===== src/rtl/keypad_pkg.sv =====
// Shared key-path constants and types for the keypad FIFO and its repeat timer.
package keypad_pkg;

    localparam int unsigned KEY_W            = 5;
    localparam int unsigned DEPTH_DEF        = 8;
    localparam int unsigned REPEAT_DELAY_DEF = 16;
    localparam int unsigned REPEAT_RATE_DEF  = 4;

    typedef logic [KEY_W-1:0] key_code_t;

endpackage


===== src/rtl/key_fifo_repeat.sv =====
// Auto-repeat timer: pulses REPEAT_DELAY cycles after a push edge, then every
// REPEAT_RATE cycles while the strobe stays high. Needs REPEAT_DELAY >= REPEAT_RATE >= 1.
module key_repeat
    import keypad_pkg::*;
#(
    parameter int unsigned REPEAT_DELAY = REPEAT_DELAY_DEF,
    parameter int unsigned REPEAT_RATE  = REPEAT_RATE_DEF
) (
    input  logic clk,
    input  logic rst_n,
    input  logic strobe,
    input  logic push_edge,
    output logic repeat_pulse
);

    localparam int unsigned CNT_W = $clog2(REPEAT_DELAY + 1);
    localparam logic [CNT_W-1:0] FIRE   = CNT_W'(REPEAT_DELAY);
    // Reloading here makes the next FIRE land exactly REPEAT_RATE cycles later.
    localparam logic [CNT_W-1:0] RELOAD = CNT_W'(REPEAT_DELAY - REPEAT_RATE + 1);

    logic [CNT_W-1:0] cnt_q, cnt_d;

    always_comb begin
        cnt_d        = cnt_q;
        repeat_pulse = 1'b0;
        if (!strobe) begin
            cnt_d = '0;
        end else if (push_edge) begin
            cnt_d = CNT_W'(1);
        end else if (cnt_q == FIRE) begin
            repeat_pulse = 1'b1;
            cnt_d        = RELOAD;
        end else if (cnt_q != '0) begin
            cnt_d = cnt_q + CNT_W'(1);
        end
    end

    always_ff @(posedge clk or negedge rst_n) begin
        if (!rst_n) begin
            cnt_q <= '0;
        end else begin
            cnt_q <= cnt_d;
        end
    end

endmodule


===== src/rtl/key_fifo.sv =====
// Keypad event FIFO: one push per rising edge of key_strobe, FWFT read port,
// sticky overflow. Define KEY_FIFO_REPEAT_EN to add held-key auto-repeat.
module key_fifo
    import keypad_pkg::*;
#(
    parameter int unsigned DEPTH        = DEPTH_DEF,
    parameter int unsigned REPEAT_DELAY = REPEAT_DELAY_DEF,
    parameter int unsigned REPEAT_RATE  = REPEAT_RATE_DEF
) (
    input  logic                     clk,
    input  logic                     rst_n,
    input  logic [KEY_W-1:0]         key_code,
    input  logic                     key_strobe,
    input  logic                     rd_en,
    input  logic                     clr_ovf,
    output logic [KEY_W-1:0]         rd_data,
    output logic                     empty,
    output logic                     full,
    output logic [$clog2(DEPTH):0]   count,
    output logic                     overflow
);

    localparam int unsigned PTR_W = $clog2(DEPTH);
    localparam int unsigned CNT_W = PTR_W + 1;

    key_code_t        mem_q [DEPTH];
    logic [PTR_W-1:0] wr_ptr_q, wr_ptr_d;
    logic [PTR_W-1:0] rd_ptr_q, rd_ptr_d;
    logic [CNT_W-1:0] count_q, count_d;
    logic             ovf_q, ovf_d;
    logic             strb_q, strb_d;

    logic      push_evt, push_req, pop, do_push, drop;
    key_code_t push_code;

    assign push_evt = key_strobe & ~strb_q;
    assign strb_d   = key_strobe;

`ifdef KEY_FIFO_REPEAT_EN
    key_code_t cap_q, cap_d;
    logic      rep_pulse;

    key_repeat #(
        .REPEAT_DELAY (REPEAT_DELAY),
        .REPEAT_RATE  (REPEAT_RATE)
    ) u_repeat (
        .clk          (clk),
        .rst_n        (rst_n),
        .strobe       (key_strobe),
        .push_edge    (push_evt),
        .repeat_pulse (rep_pulse)
    );

    // Repeats replay the code held at the original press, not the live input.
    assign cap_d     = push_evt ? key_code : cap_q;
    assign push_code = push_evt ? key_code : cap_q;
    assign push_req  = push_evt | rep_pulse;

    always_ff @(posedge clk or negedge rst_n) begin
        if (!rst_n) begin
            cap_q <= '0;
        end else begin
            cap_q <= cap_d;
        end
    end
`else
    assign push_code = key_code;
    assign push_req  = push_evt;
`endif

    assign empty    = (count_q == '0);
    assign full     = (count_q == CNT_W'(DEPTH));
    assign count    = count_q;
    assign overflow = ovf_q;
    assign rd_data  = empty ? '0 : mem_q[rd_ptr_q];

    assign pop     = rd_en & ~empty;
    assign do_push = push_req & (~full | pop);
    assign drop    = push_req & full & ~pop;

    always_comb begin
        wr_ptr_d = wr_ptr_q;
        rd_ptr_d = rd_ptr_q;
        count_d  = count_q + CNT_W'(do_push) - CNT_W'(pop);
        ovf_d    = ovf_q;
        if (do_push) begin
            wr_ptr_d = wr_ptr_q + PTR_W'(1);
        end
        if (pop) begin
            rd_ptr_d = rd_ptr_q + PTR_W'(1);
        end
        if (drop) begin
            ovf_d = 1'b1;
        end else if (clr_ovf) begin
            ovf_d = 1'b0;
        end
    end

    always_ff @(posedge clk or negedge rst_n) begin
        if (!rst_n) begin
            wr_ptr_q <= '0;
            rd_ptr_q <= '0;
            count_q  <= '0;
            ovf_q    <= 1'b0;
            strb_q   <= 1'b0;
        end else begin
            wr_ptr_q <= wr_ptr_d;
            rd_ptr_q <= rd_ptr_d;
            count_q  <= count_d;
            ovf_q    <= ovf_d;
            strb_q   <= strb_d;
        end
    end

    always_ff @(posedge clk) begin
        if (do_push) begin
            mem_q[wr_ptr_q] <= push_code;
        end
    end

endmodule


===== config.mk =====
export PLATFORM = sky130hd
export DESIGN_NAME = key_fifo
export DESIGN_NICKNAME = d
export VERILOG_FILES = /design/src/rtl/keypad_pkg.sv /design/src/rtl/key_fifo_repeat.sv /design/src/rtl/key_fifo.sv
export SDC_FILE = /design/constraint.sdc
export NUM_CORES = 1
export LEC_CHECK = 0
export CORE_MARGIN = 2
export CORE_UTILIZATION = 55
export CTS_BUF_LIST = sky130_fd_sc_hd__clkbuf_2
export DETAILED_ROUTE_END_ITERATION = 8
export PLACE_DENSITY = 0.83
export SLEW_MARGIN = 30
export SYNTH_ARGS = -nofsm -noshare
export SYNTH_HDL_FRONTEND = slang
export SYNTH_SLANG_ARGS = --single-unit

===== constraint.sdc =====
create_clock -name clk -period 5.61 [get_ports clk]
set_input_delay 1.683 -clock clk [delete_from_list [all_inputs] [get_ports clk]]
set_output_delay 1.683 -clock clk [all_outputs]
set_load 0.03 [all_outputs]

==> out/metrics.csv <==
stage;metric;value;unit
sta;Slew HR;41.1;%
detailed_routing;post-detailed-route count of antenna-violating nets;0;
critical_path;Worst R2R End;count[2];
sta;RSZ-0062 raised after global routing;false;
detailed_routing;met2 WL;2.02;mm
critical_path;R2R depth;10;
global_route;largest net degree at the start of global routing;23;
power;LEAKAGE;0.000964;uW
detailed_routing;Post-Route WL;3.97;mm
cells_and_area;Nets;197;
hold_path;Hold Crit Start;overflow;
global_route;initial antenna violation count;0;
clock_tree;H-Tree Depth;2;
detailed_routing;vias per cell;5.50;
cells_and_area;area grow syn2layout;12.6;%
global_route;grt ovf;0;
critical_path;worst-path fanout max;8;
clock_tree;Post-CTS Hold Buffers;0;
critical_path;crit path kind;reg -> out;
place;post-DP HPWL;3.02;mm
critical_path;flop-to-flop setup slack;2.95;ns
detailed_routing;DR WL/cell;17.4;microns
place;Buffers on Ports;21;
critical_path;Worst Setup End Kind;primary output;
sta;FMAX;238;MHz
detailed_routing;M1 wire length;1.67;mm
outcome;outcome;completed;
detailed_routing;Starting DRT DRC Count;131;
detailed_routing;final routed DRC violation total;0;
hold_path;HP Class;reg -> reg;
place;RePlAce Congestion;0.818;
floorplan;row count;23;
sta;Final Hold Vio Count;0;
clock_tree;clock-pin slew on the worst setup and hold paths;0.22;ns
synthesis;area share of the largest cell type after synthesis;52.9;%
cells_and_area;final non-filler cell total;229;
synthesis;number of synthesized register bits;52;
global_route;GRT Overall Usage;20.3;%
synthesis;post-synthesis sequential area ratio;66.1;%
detailed_routing;first drt pass iteration count;4;
synthesis;synth unique cells;29;
place;placed cells;221;
sta;Final setup viols;0;
cells_and_area;FF/Latch Area;1500;sq um
synthesis;mean post-synth cell area;14.6;sq um
clock_tree;maximum root-to-sink buffer count;2;
floorplan;core area;4000;sq um
clock_tree;CTS tree;yes;
clock_tree;post-CTS setup buffer count;0;
clock_tree;clk sinks;52;
sta;crit path time final;4.20;ns
sta;Final period util;74.8;%
hold_path;Hold Path Depth;1;
job;max cap viols;0;
detailed_routing;DR top layer;met4;
clock_tree;clk_lat worst skew;0.41;ns
clock_tree;Resized cells post-CTS;0;
floorplan;Ports;22;
synthesis;gate count of the mapped netlist;156;
sta;Slew Viols, Final;0;
global_route;vias in the first global route;1316;
cells_and_area;ANT cells;0;
sta;total negative slack;0;ns
global_route;first-pass GRT wire length;6.48;mm
clock_tree;cts bufs inserted;5;
floorplan;Die Width;68.3;microns
cells_and_area;Fillers;297;
floorplan;Initial Util;56.8;%
clock_tree;root buffer cell;clkbuf_2;
cells_and_area;share of cells above drive strength 1;7.26;%
detailed_routing;met3 WL;240;microns
sta;worst clock skew;0.0192;ns
power;Power per Cell Area;494;nW/um^2
critical_path;WP data arrival;2.51;ns
floorplan;area of the die;4660;sq um
sta;Slew @ Worst Pin;0.877;ns
hold_path;Hold Path End;overflow;
synthesis;syn nets;175;
synthesis;yosys warns;0;
critical_path;Required @ worst endpoint;3.93;ns
synthesis;main area contributors after synthesis;edfxtp_1, dfrtp_1, mux2i_1;
detailed_routing;vias;1259;
power;worst vdd rail ir drop;0.000297;V
cells_and_area;area of the multi-input gates;711;sq um
critical_path;Startpoint Class;flip-flop;
critical_path;start of the worst register-to-register path;count[2];
floorplan;Die Y;68.3;microns
synthesis;Post-Synthesis Cell Area;2270;sq um
synthesis;top cell type by total area after synthesis;edfxtp_1;
[cell families (layout without fill, tap and decap cells)]
group / Yosys count / after routing / synth area share, %
DFF: 52 / 52 / 66.1
buffers and inverters: 15 / 38 / 2.92
AOI/OAI and AO/OA: 11 / 11 / 3.41
muxes: 22 / 22 / 9.97
adders and majority gates: 9 / 9 / 5.29
and+or+nand+nor: 41 / 41 / 10.0
xor gates and xnor gates: 6 / 6 / 2.31
[power breakdown]
part,total (uW),internal (uW),switching [uW]
combinational,550,260,290
clock,133,28.0,105
sequential,583,479,103
total,1260,767,498
[placed cells by master (no fill, tap or decap), types with 2 or more instances in the layout]
cell             count
inv_1                9
a21oi_1              6
clkdlybuf4s50_1     21
mux2i_1             20
xnor2_1              4
nor2b_1              5
nor3_1               4
xor2_1               2
clkinv_2             2
clkbuf_2             5
edfxtp_1            40
o211ai_1             2
nand3_1              5
nand2_1             11
nor2_1               5
and4_1               5
dfrtp_1             11
nand2b_1             2
ha_1                 8
[worst max-delay path by stage]
stage	start	to	cells after the start
finish	count[2]	rd_data[0]	6
global route	count[2]	rd_data[1]	6
CTS	rd_ptr_q[1]	rd_data[3]	4
detailed placement	rd_ptr_q[1]	rd_data[3]	4
global placement	rd_ptr_q[1]	rd_data[2]	4
floorplan	count[2]	rd_data[0]	5
[flip-flops by register name, indices dropped and copies added (netlist names)]
| signal | count |
|---|---|
| mem_q | 40 |
| wr_ptr_q | 3 |
| count | 4 |
| strb_q | 1 |
| overflow | 1 |
| rd_ptr_q | 3 |
[per-stage QoR]
stage	setup WS, ns	utilization (%)	total power, uW	hold slack (ns)	area [sq um]
2_1_floorplan	2.15	-	954	0.519	2270
3_3_place_gp	1.66	62.8	1110	0.498	2510
3_5_place_dp	1.61	63.0	1150	0.515	2520
4_1_cts	1.10	63.9	1280	0.570	2560
5_1_grt	1.18	64.0	1360	0.588	2560
6_report	1.41	64.0	1260	0.566	2560
[cell type report]
type	count	area share [%]
clock buffer	5	0.978
inverter	9	1.32
clock inverter	3	0.538
tap	50	2.44
sequential	52	58.7
timing repair buffer	21	8.22
multi-input combinational	89	27.8
[layer usage]
| layer | GRT usage (%) | vias to the layer above |
|---|---|---|
| met3 | 5.43 | 6 |
| li1 | - | 615 |
| met4 | 6.00 | 0 |
| met5 | 0 | - |
| met1 | 25.9 | 604 |
| met2 | 34.0 | 34 |
[worst max-delay path, cell delays in order, from the launching register on]
cell and delay [ns]:
dfrtp_1 0.43, inv_1 0.11, ha_1 0.19, nor3b_2 0.48, a21oi_1 0.10, and4_1 0.22, clkdlybuf4s50_1 0.58
[synth_stat cells]
master and instances:
edfxtp_1 40, mux2i_1 20, dfrtp_1 12, nand2_1 11, inv_1 9, ha_1 8, a21oi_1 6, and4_1 5
nand3_1 5, nor2_1 5, nor2b_1 5, nor3_1 4, xnor2_1 4, clkbuf_1 3, buf_2 2, nand2b_1 2
o211ai_1 2, xor2_1 2, a21o_1 1, a22o_1 1, buf_6 1, fa_1 1, mux2_2 1, mux2_4 1
nand3b_1 1, nor3b_2 1, nor4_1 1, o21ai_4 1, or3b_1 1
Power figures use the tool's default switching activity.
